`config.mk`:
```
export PLATFORM = sky130hd
export DESIGN_NAME = stall_pipe_consumer
export DESIGN_NICKNAME = d
export VERILOG_FILES = /design/src/rtl/stall_pipe_consumer.sv
export SDC_FILE = /design/constraint.sdc
export NUM_CORES = 1
export LEC_CHECK = 0
export CAP_MARGIN = 20
export CORE_ASPECT_RATIO = 1.25
export CORE_MARGIN = 4
export CORE_UTILIZATION = 25
export CTS_CLUSTER_DIAMETER = 100
export DETAILED_ROUTE_END_ITERATION = 12
export PLACE_DENSITY = 0.41
export SYNTH_ARGS = -nofsm -noshare
export SYNTH_HDL_FRONTEND = slang
export SYNTH_SLANG_ARGS = --single-unit
```
`constraint.sdc`:
```
create_clock -name clk -period 9.15 [get_ports clk]
set_input_delay 2.2875 -clock clk [delete_from_list [all_inputs] [get_ports clk]]
set_output_delay 2.2875 -clock clk [all_outputs]
set_load 0.005 [all_outputs]
```
`src/rtl/stall_pipe_consumer.sv`:
```
// Downstream consumer for one producer lane: a valid/stall pipeline with flush,
// followed by a sequence checker that counts transfers and step mismatches.
module stall_pipe_consumer #(
  parameter int DEPTH = 3,
  parameter int WIDTH = 32,
  parameter int STEP  = 2
) (
  input  logic             clk,
  input  logic             reset,
  input  logic             in_valid,
  input  logic [WIDTH-1:0] in_data,
  input  logic             in_flush,
  output logic             out_stall,
  input  logic             ds_stall,
  output logic             out_valid,
  output logic [WIDTH-1:0] out_data,
  output logic [31:0]      seq_count,
  output logic [15:0]      err_count,
  output logic             err_flag
);

  localparam logic [WIDTH-1:0] STEP_W = WIDTH'(STEP);

  logic [DEPTH-1:0] v_reg;
  logic [WIDTH-1:0] data_reg [DEPTH];
  logic [DEPTH-1:0] rdy;

  logic             transfer;
  logic             synced_reg;
  logic [WIDTH-1:0] expected_reg;
  logic [31:0]      seq_count_reg;
  logic [15:0]      err_count_reg;
  logic             err_flag_reg;

  // Stage gi can advance when any stage at or after it has a hole, or the tail drains.
  // Written as a flat reduction rather than a chained recurrence.
  generate
    for (genvar gi = 0; gi < DEPTH; gi++) begin : g_rdy
      assign rdy[gi] = !ds_stall || !(&v_reg[DEPTH-1:gi]);
    end
  endgenerate

  generate
    for (genvar gi = 0; gi < DEPTH; gi++) begin : g_stage
      if (gi == 0) begin : g_head
        always_ff @(posedge clk or posedge reset) begin
          if (reset) begin
            v_reg[gi]    <= 1'b0;
            data_reg[gi] <= '0;
          end else if (in_flush) begin
            v_reg[gi]    <= 1'b0;
          end else if (rdy[gi]) begin
            v_reg[gi]    <= in_valid;
            data_reg[gi] <= in_data;
          end
        end
      end else begin : g_body
        always_ff @(posedge clk or posedge reset) begin
          if (reset) begin
            v_reg[gi]    <= 1'b0;
            data_reg[gi] <= '0;
          end else if (in_flush) begin
            v_reg[gi]    <= 1'b0;
          end else if (rdy[gi]) begin
            v_reg[gi]    <= v_reg[gi-1];
            data_reg[gi] <= data_reg[gi-1];
          end
        end
      end
    end
  endgenerate

  assign out_stall = !rdy[0] && !in_flush;
  assign out_valid = v_reg[DEPTH-1] && !in_flush;
  assign out_data  = data_reg[DEPTH-1];
  assign transfer  = out_valid && !ds_stall;

  // The first value after reset or flush only establishes the expected sequence.
  always_ff @(posedge clk or posedge reset) begin
    if (reset) begin
      synced_reg    <= 1'b0;
      expected_reg  <= '0;
      seq_count_reg <= '0;
      err_count_reg <= '0;
      err_flag_reg  <= 1'b0;
    end else if (in_flush) begin
      synced_reg    <= 1'b0;
    end else if (transfer) begin
      seq_count_reg <= seq_count_reg + 32'd1;
      synced_reg    <= 1'b1;
      if (!synced_reg || out_data != expected_reg) begin
        expected_reg <= out_data + STEP_W;
      end else begin
        expected_reg <= expected_reg + STEP_W;
      end
      if (synced_reg && out_data != expected_reg) begin
        err_flag_reg <= 1'b1;
        if (err_count_reg != 16'hFFFF) begin
          err_count_reg <= err_count_reg + 16'd1;
        end
      end
    end
  end

  assign seq_count = seq_count_reg;
  assign err_count = err_count_reg;
  assign err_flag  = err_flag_reg;

endmodule

```
==> results_dict.tcl, run 1 <==
set metrics [dict create \
    whs_ps 474 \
    synth_flop_cell "dfrtp_1" \
    hold_viol 0 \
    largest_register_ffs 64 \
    clock_path_buffers 2 \
    syn_to_final_growth_pct 24.6 \
    core_um2 32700 \
    drv_slew 0 \
    avgSynthCellArea_um2 11.9 \
    syn_nets 739 \
    grt_pass1_wl_um 31000 \
    maxCapViolCount 0 \
    fp-row-count 74 \
    drt-vias-per-instance 4.32 \
    max_freq_mhz 160 \
    synth_area_um2 8290 \
    critPathBufInv 2 \
    io_pins 120 \
    yosysSeqAreaShare_pct 54.7 \
    path_class "in -> out" \
    synthCells 699 \
    antenna_found_initial 0 \
    power.density_nw_per_um2 208 \
    final_util_pct 31.6 \
    wire_per_inst_um 15.8 \
    cts_buffers 17 \
    gp_congestion 0.703 \
    synth_seq_cells 181 \
    finalInstanceArea_um2 10300 \
    start_kind "input port" \
    grt_pass1_vias 5459 \
    cp.arrival_ps 3980 \
    tightest_slew_ps 911 \
    crit_family "buffers and inverters" \
    root_buffer "clkbuf_16" \
    fin_setup_tns_ps 0 \
    cp_slowest_cell "clkdlybuf4s50_1" \
    overflow 0 \
    ctsHoldBuffers 0 \
    rsz0062_at_grt "no" \
    fin_crit_ps 6270 \
    fin_nets 823 \
    p_leak_nw 4.35 \
    yosysUniqueCellTypes 41 \
    grt_max_degree 73 \
    htreeDepth 4 \
    worstPathCellList "clkdlybuf4s50_1 > and3_1 > nand2_1 > nor2_1 > clkdlybuf4s50_1" \
    slew_headroom_pct 38.7 \
    status "completed" \
    die-height_um 212 \
    clk_pin_slew_ps 70 \
    cp.required_ps 6860 \
    first_pass_iters 4 \
    crit_fanout 5 \
    cts_resized 0 \
    drc 0 \
    start_util_pct 25.4 \
    drive_above_1_share_pct 20.5 \
    clk_latency_ps 440 \
    drtIter0Drc 261 \
    yosys_warnings 0 \
    placed_area_um2 9710 \
    wl_um 19200 \
    cts_sinks 181 \
    die_w_um 171 \
    clock_skew_ps 11.8 \
    hold_class "reg -> reg" \
    dp_hpwl_um 13300 \
    worst_setup_path_end_kind "primary output" \
    track_usage_pct 11.0 \
    diodes 0 \
    io_buffer_count 119 \
    crit_top_cell "clkdlybuf4s50_1" \
    peakVddDrop_v 0.0000937 \
    setup_violations 0 \
    cts_tree "built" \
    vias 5249 \
    synth-async-reset-ratio_pct 100 \
    antenna_left 0 \
    synth-edff-count 0 \
    die_area_um2 36100 \
    fin_crit_sh_pct 68.5 \
    slowest_delay_ps 630 \
    postCtsSetupBuffers 0 \
]
## power breakdown
group / total (W) / switching [W] / internal (W)
Sequential: 0.00103 / 0.000121 / 0.000909
Combinational: 0.000328 / 0.000137 / 0.000192
Clock: 0.000785 / 0.000346 / 0.000438
## final timing paths
check,from,to,slack [ps],cells past startpoint
worst max-delay path,ds_stall,out_stall,2880,5
worst min-delay path,data_reg[55],out_data[23],470,2
worst max register to register,out_data[17],err_count[1],6520,6
worst min register to register,data_reg[55],out_data[23],470,2
max in group asynchronous,reset,data_reg[72],5580,3
min in group asynchronous,reset,err_count[9],2320,2
## layout by cell type (no fill, tap or decap), types with 10 or more instances in the layout
| cell type | n |
|---|---|
| xor2_1 | 71 |
| mux2_2 | 94 |
| o21ai_0 | 25 |
| nand2_1 | 66 |
| nand3_1 | 20 |
| nor3_1 | 12 |
| clkdlybuf4s50_1 | 119 |
| dfrtp_1 | 181 |
| nor4_1 | 13 |
| nand4_1 | 21 |
| inv_1 | 10 |
| xnor2_1 | 36 |
| nor2_1 | 30 |
| clkbuf_16 | 17 |
## worst min-delay path, stage by stage, from the launching register on
cell	delay, ps
dfrtp_1	340
nand2_1	40
o21ai_0	60
## synth_stat cells (all sizes together), types with 2 or more instances
cell | instances | share of area, %
buf | 44 | 3.7
dfrtp | 181 | 55
or2 | 3 | 0.23
nor2 | 34 | 1.6
ha | 3 | 0.45
nand2b | 2 | 0.15
a21oi | 8 | 0.48
nor4 | 15 | 1.3
nand2 | 68 | 3.1
nor2b | 2 | 0.18
nand3 | 20 | 1.2
nor3 | 18 | 1.5
and4 | 2 | 0.21
clkbuf | 16 | 0.74
mux2 | 94 | 13
nor3b | 3 | 0.41
o21ai | 32 | 2.1
nand4 | 25 | 2.3
xnor2 | 36 | 3.8
and3 | 7 | 0.53
inv | 11 | 0.50
xor2 | 71 | 7.5
## stage by stage
stage / worst slack [ps] / total power [W] / cells
2_1_floorplan: 1950 / 0.00125 / 699
3_3_place_gp: 2910 / 0.00139 / 1182
3_5_place_dp: 2880 / 0.00139 / 1182
4_1_cts: 2880 / 0.00220 / 1214
5_1_grt: 2820 / 0.00227 / 1214
6_report: 2880 / 0.00214 / 1214
## cell type report
type	instances	area (um2)
fill	3336	22400
sequential	181	4530
multi-input combinational	447	3370
timing repair buffer	125	1240
tap	418	523
clock buffer	17	425
clock inverter	15	191
inverter	11	46.3
## logic make-up after synthesis
family / Yosys count / share of synthesized area [%]
adders and majority gates: 3 / 0.453
AOI/OAI and AO/OA: 41 / 2.64
buffers and inverters: 71 / 4.97
DFF: 181 / 54.7
muxes: 94 / 12.8
xor gates and xnor gates: 107 / 11.3
and+or+nand+nor: 202 / 13.2
## metal layers
layer  vias to the layer above  global-route usage [%]  wire, um
li1                       2515                       -         -
met1                      2626                    14.6      8810
met2                        90                    17.9      9330
met3                        18                    2.41       705
met4                         0                    3.85       338
met5                         -                       0         0
(Power assumes the default switching activity.)
==> inputs of run 2 (changes only) <==
clock period = 6.3 ns   (was 9.15 ns; I/O delays follow)
==> run 2 against run 1 <==
Clock power up 40%. Final cell count about the same. Largest power group unchanged. Sequential cell count unchanged. Non-clock buffer count grew 1. Sequential power grew 45%. Setup slack worse by 1400 ps. Critical path depth is the same. Utilization rose by 0.077 points. Global-route usage fell by 0.11 points.
==> results_dict.tcl, run 2 (same netlist as run 1, synthesis figures left out) <==
set metrics [dict create \
    syn_to_final_growth_pct 24.9 \
    core_um2 32700 \
    tightest_slew_ps 937 \
    clk_pin_slew_ps 70 \
    vias 5183 \
    fin_setup_tns_ps 0 \
    start_util_pct 25.4 \
    root_buffer "clkbuf_16" \
    fin_crit_sh_pct 77.1 \
    max_freq_mhz 206 \
    io_pins 120 \
    htreeDepth 4 \
    fin_nets 824 \
    die-height_um 212 \
    ff2ff_setup_slack_ps 3670 \
    place_inst 1182 \
    hold_viol 0 \
    io_buffer_count 119 \
    worst_setup_path_end_kind "primary output" \
    wl_um 18900 \
    grt_max_degree 125 \
    cts_sinks 181 \
    cp.arrival_ps 3280 \
    drv_slew 0 \
    finalInstanceArea_um2 10300 \
    die_area_um2 36100 \
    worstPathCellList "clkdlybuf4s50_1 > and3_1 > nand2_1 > nor2_1 > clkdlybuf4s50_1" \
    grt_pass1_vias 5415 \
    slowest_delay_ps 620 \
    cts_resized 0 \
    crit_fanout 5 \
    gp_congestion 0.708 \
    maxCapViolCount 0 \
    fin_crit_ps 4860 \
    hold_depth 1 \
    r2r_cells 6 \
    final_util_pct 31.7 \
    drtIter0Drc 218 \
    hold_class "reg -> reg" \
    r2r_end "err_count[1]" \
    p_leak_nw 4.36 \
    status "completed" \
    clock_path_buffers 2 \
    cts_buffers 17 \
    antenna_left 0 \
    drc 0 \
    hp-start "err_count[10]" \
    grt_pass1_wl_um 30900 \
    ctsHoldBuffers 0 \
    r2r_start "out_data[17]" \
    finalNonFillerCells 1215 \
    dp_hpwl_um 13100 \
    start_kind "input port" \
    critPathBufInv 2 \
    wire_per_inst_um 15.6 \
    antenna_found_initial 0 \
    cp.required_ps 4720 \
    crit_top_cell "clkdlybuf4s50_1" \
    final_cell_mix "dfrtp_1, clkdlybuf4s50_1, mux2_2, xor2_1, nand2_1" \
    overflow 0 \
    path_class "in -> out" \
    whs_ps 486 \
    setup_violations 0 \
    clock_skew_ps 13.3 \
    placed_area_um2 9720 \
    slew_headroom_pct 36.9 \
    drive_above_1_share_pct 20.5 \
    clk_latency_ps 430 \
    diodes 0 \
    fp-row-count 74 \
    holdPathEnd "err_count[10]" \
    die_w_um 171 \
    first_pass_iters 4 \
    multi_input_area_um2 3380 \
    postCtsSetupBuffers 0 \
    rsz0062_at_grt "no" \
    cts_tree "built" \
    power.density_nw_per_um2 297 \
    fill_cells 3348 \
    crit_family "buffers and inverters" \
    track_usage_pct 10.9 \
    drt-vias-per-instance 4.27 \
    layout_commonest_cell "dfrtp_1" \
    peakVddDrop_v 0.000127 \
    largest_register_ffs 64 \
    ff_latch_area_um2 4530 \
    cp_slowest_cell "clkdlybuf4s50_1" \
]
## run 2: metal layers
layer	wire length, um	up-vias	track usage (%)
met5	0	-	0
met4	252	0	3.53
met3	704	14	2.33
met2	9290	90	17.8
met1	8680	2561	14.6
li1	-	2518	-
## run 2: how the worst max path moves through the flow
| stage | end | from | slack, ps | cells after the start |
|---|---|---|---|---|
| after global placement | out_stall | ds_stall | 1440 | 5 |
| after global routing | out_stall | ds_stall | 1350 | 5 |
| after CTS | out_stall | ds_stall | 1410 | 5 |
| after detailed placement | out_stall | ds_stall | 1420 | 5 |
| after floorplan | data_reg[32] | reset | 2400 | 1 |
| final | out_stall | ds_stall | 1440 | 5 |
## run 2: worst register-to-register path, stage by stage (launching register included)
cell and delay (ps):
dfrtp_1 500, xor2_1 230, nor4_1 470, nand4_1 170, nor2_2 650, nor2_1 190
mux2_2 310
## run 2: cell type report
cell class | instances | share of cell area, %
multi-input combinational | 447 | 32.6
sequential | 181 | 43.8
tap | 418 | 5.05
inverter | 11 | 0.435
timing repair buffer | 126 | 12.3
clock buffer | 20 | 4.41
clock inverter | 12 | 1.37
## run 2: report_power, final
group | switching [W] | internal, W | leakage [nW] | total (W)
Sequential | 0.000174 | 0.00132 | 2.26 | 0.00149
Combinational | 0.000202 | 0.000281 | 1.80 | 0.000483
Clock | 0.000485 | 0.000614 | 0.294 | 0.00110
## run 2: stage by stage
step           setup slack, ps  power (W)
3_3_place_gp              1440    0.00201
3_5_place_dp              1420    0.00202
6_report                  1440    0.00308
2_1_floorplan             2400    0.00182
4_1_cts                   1410    0.00315
5_1_grt                   1350    0.00326
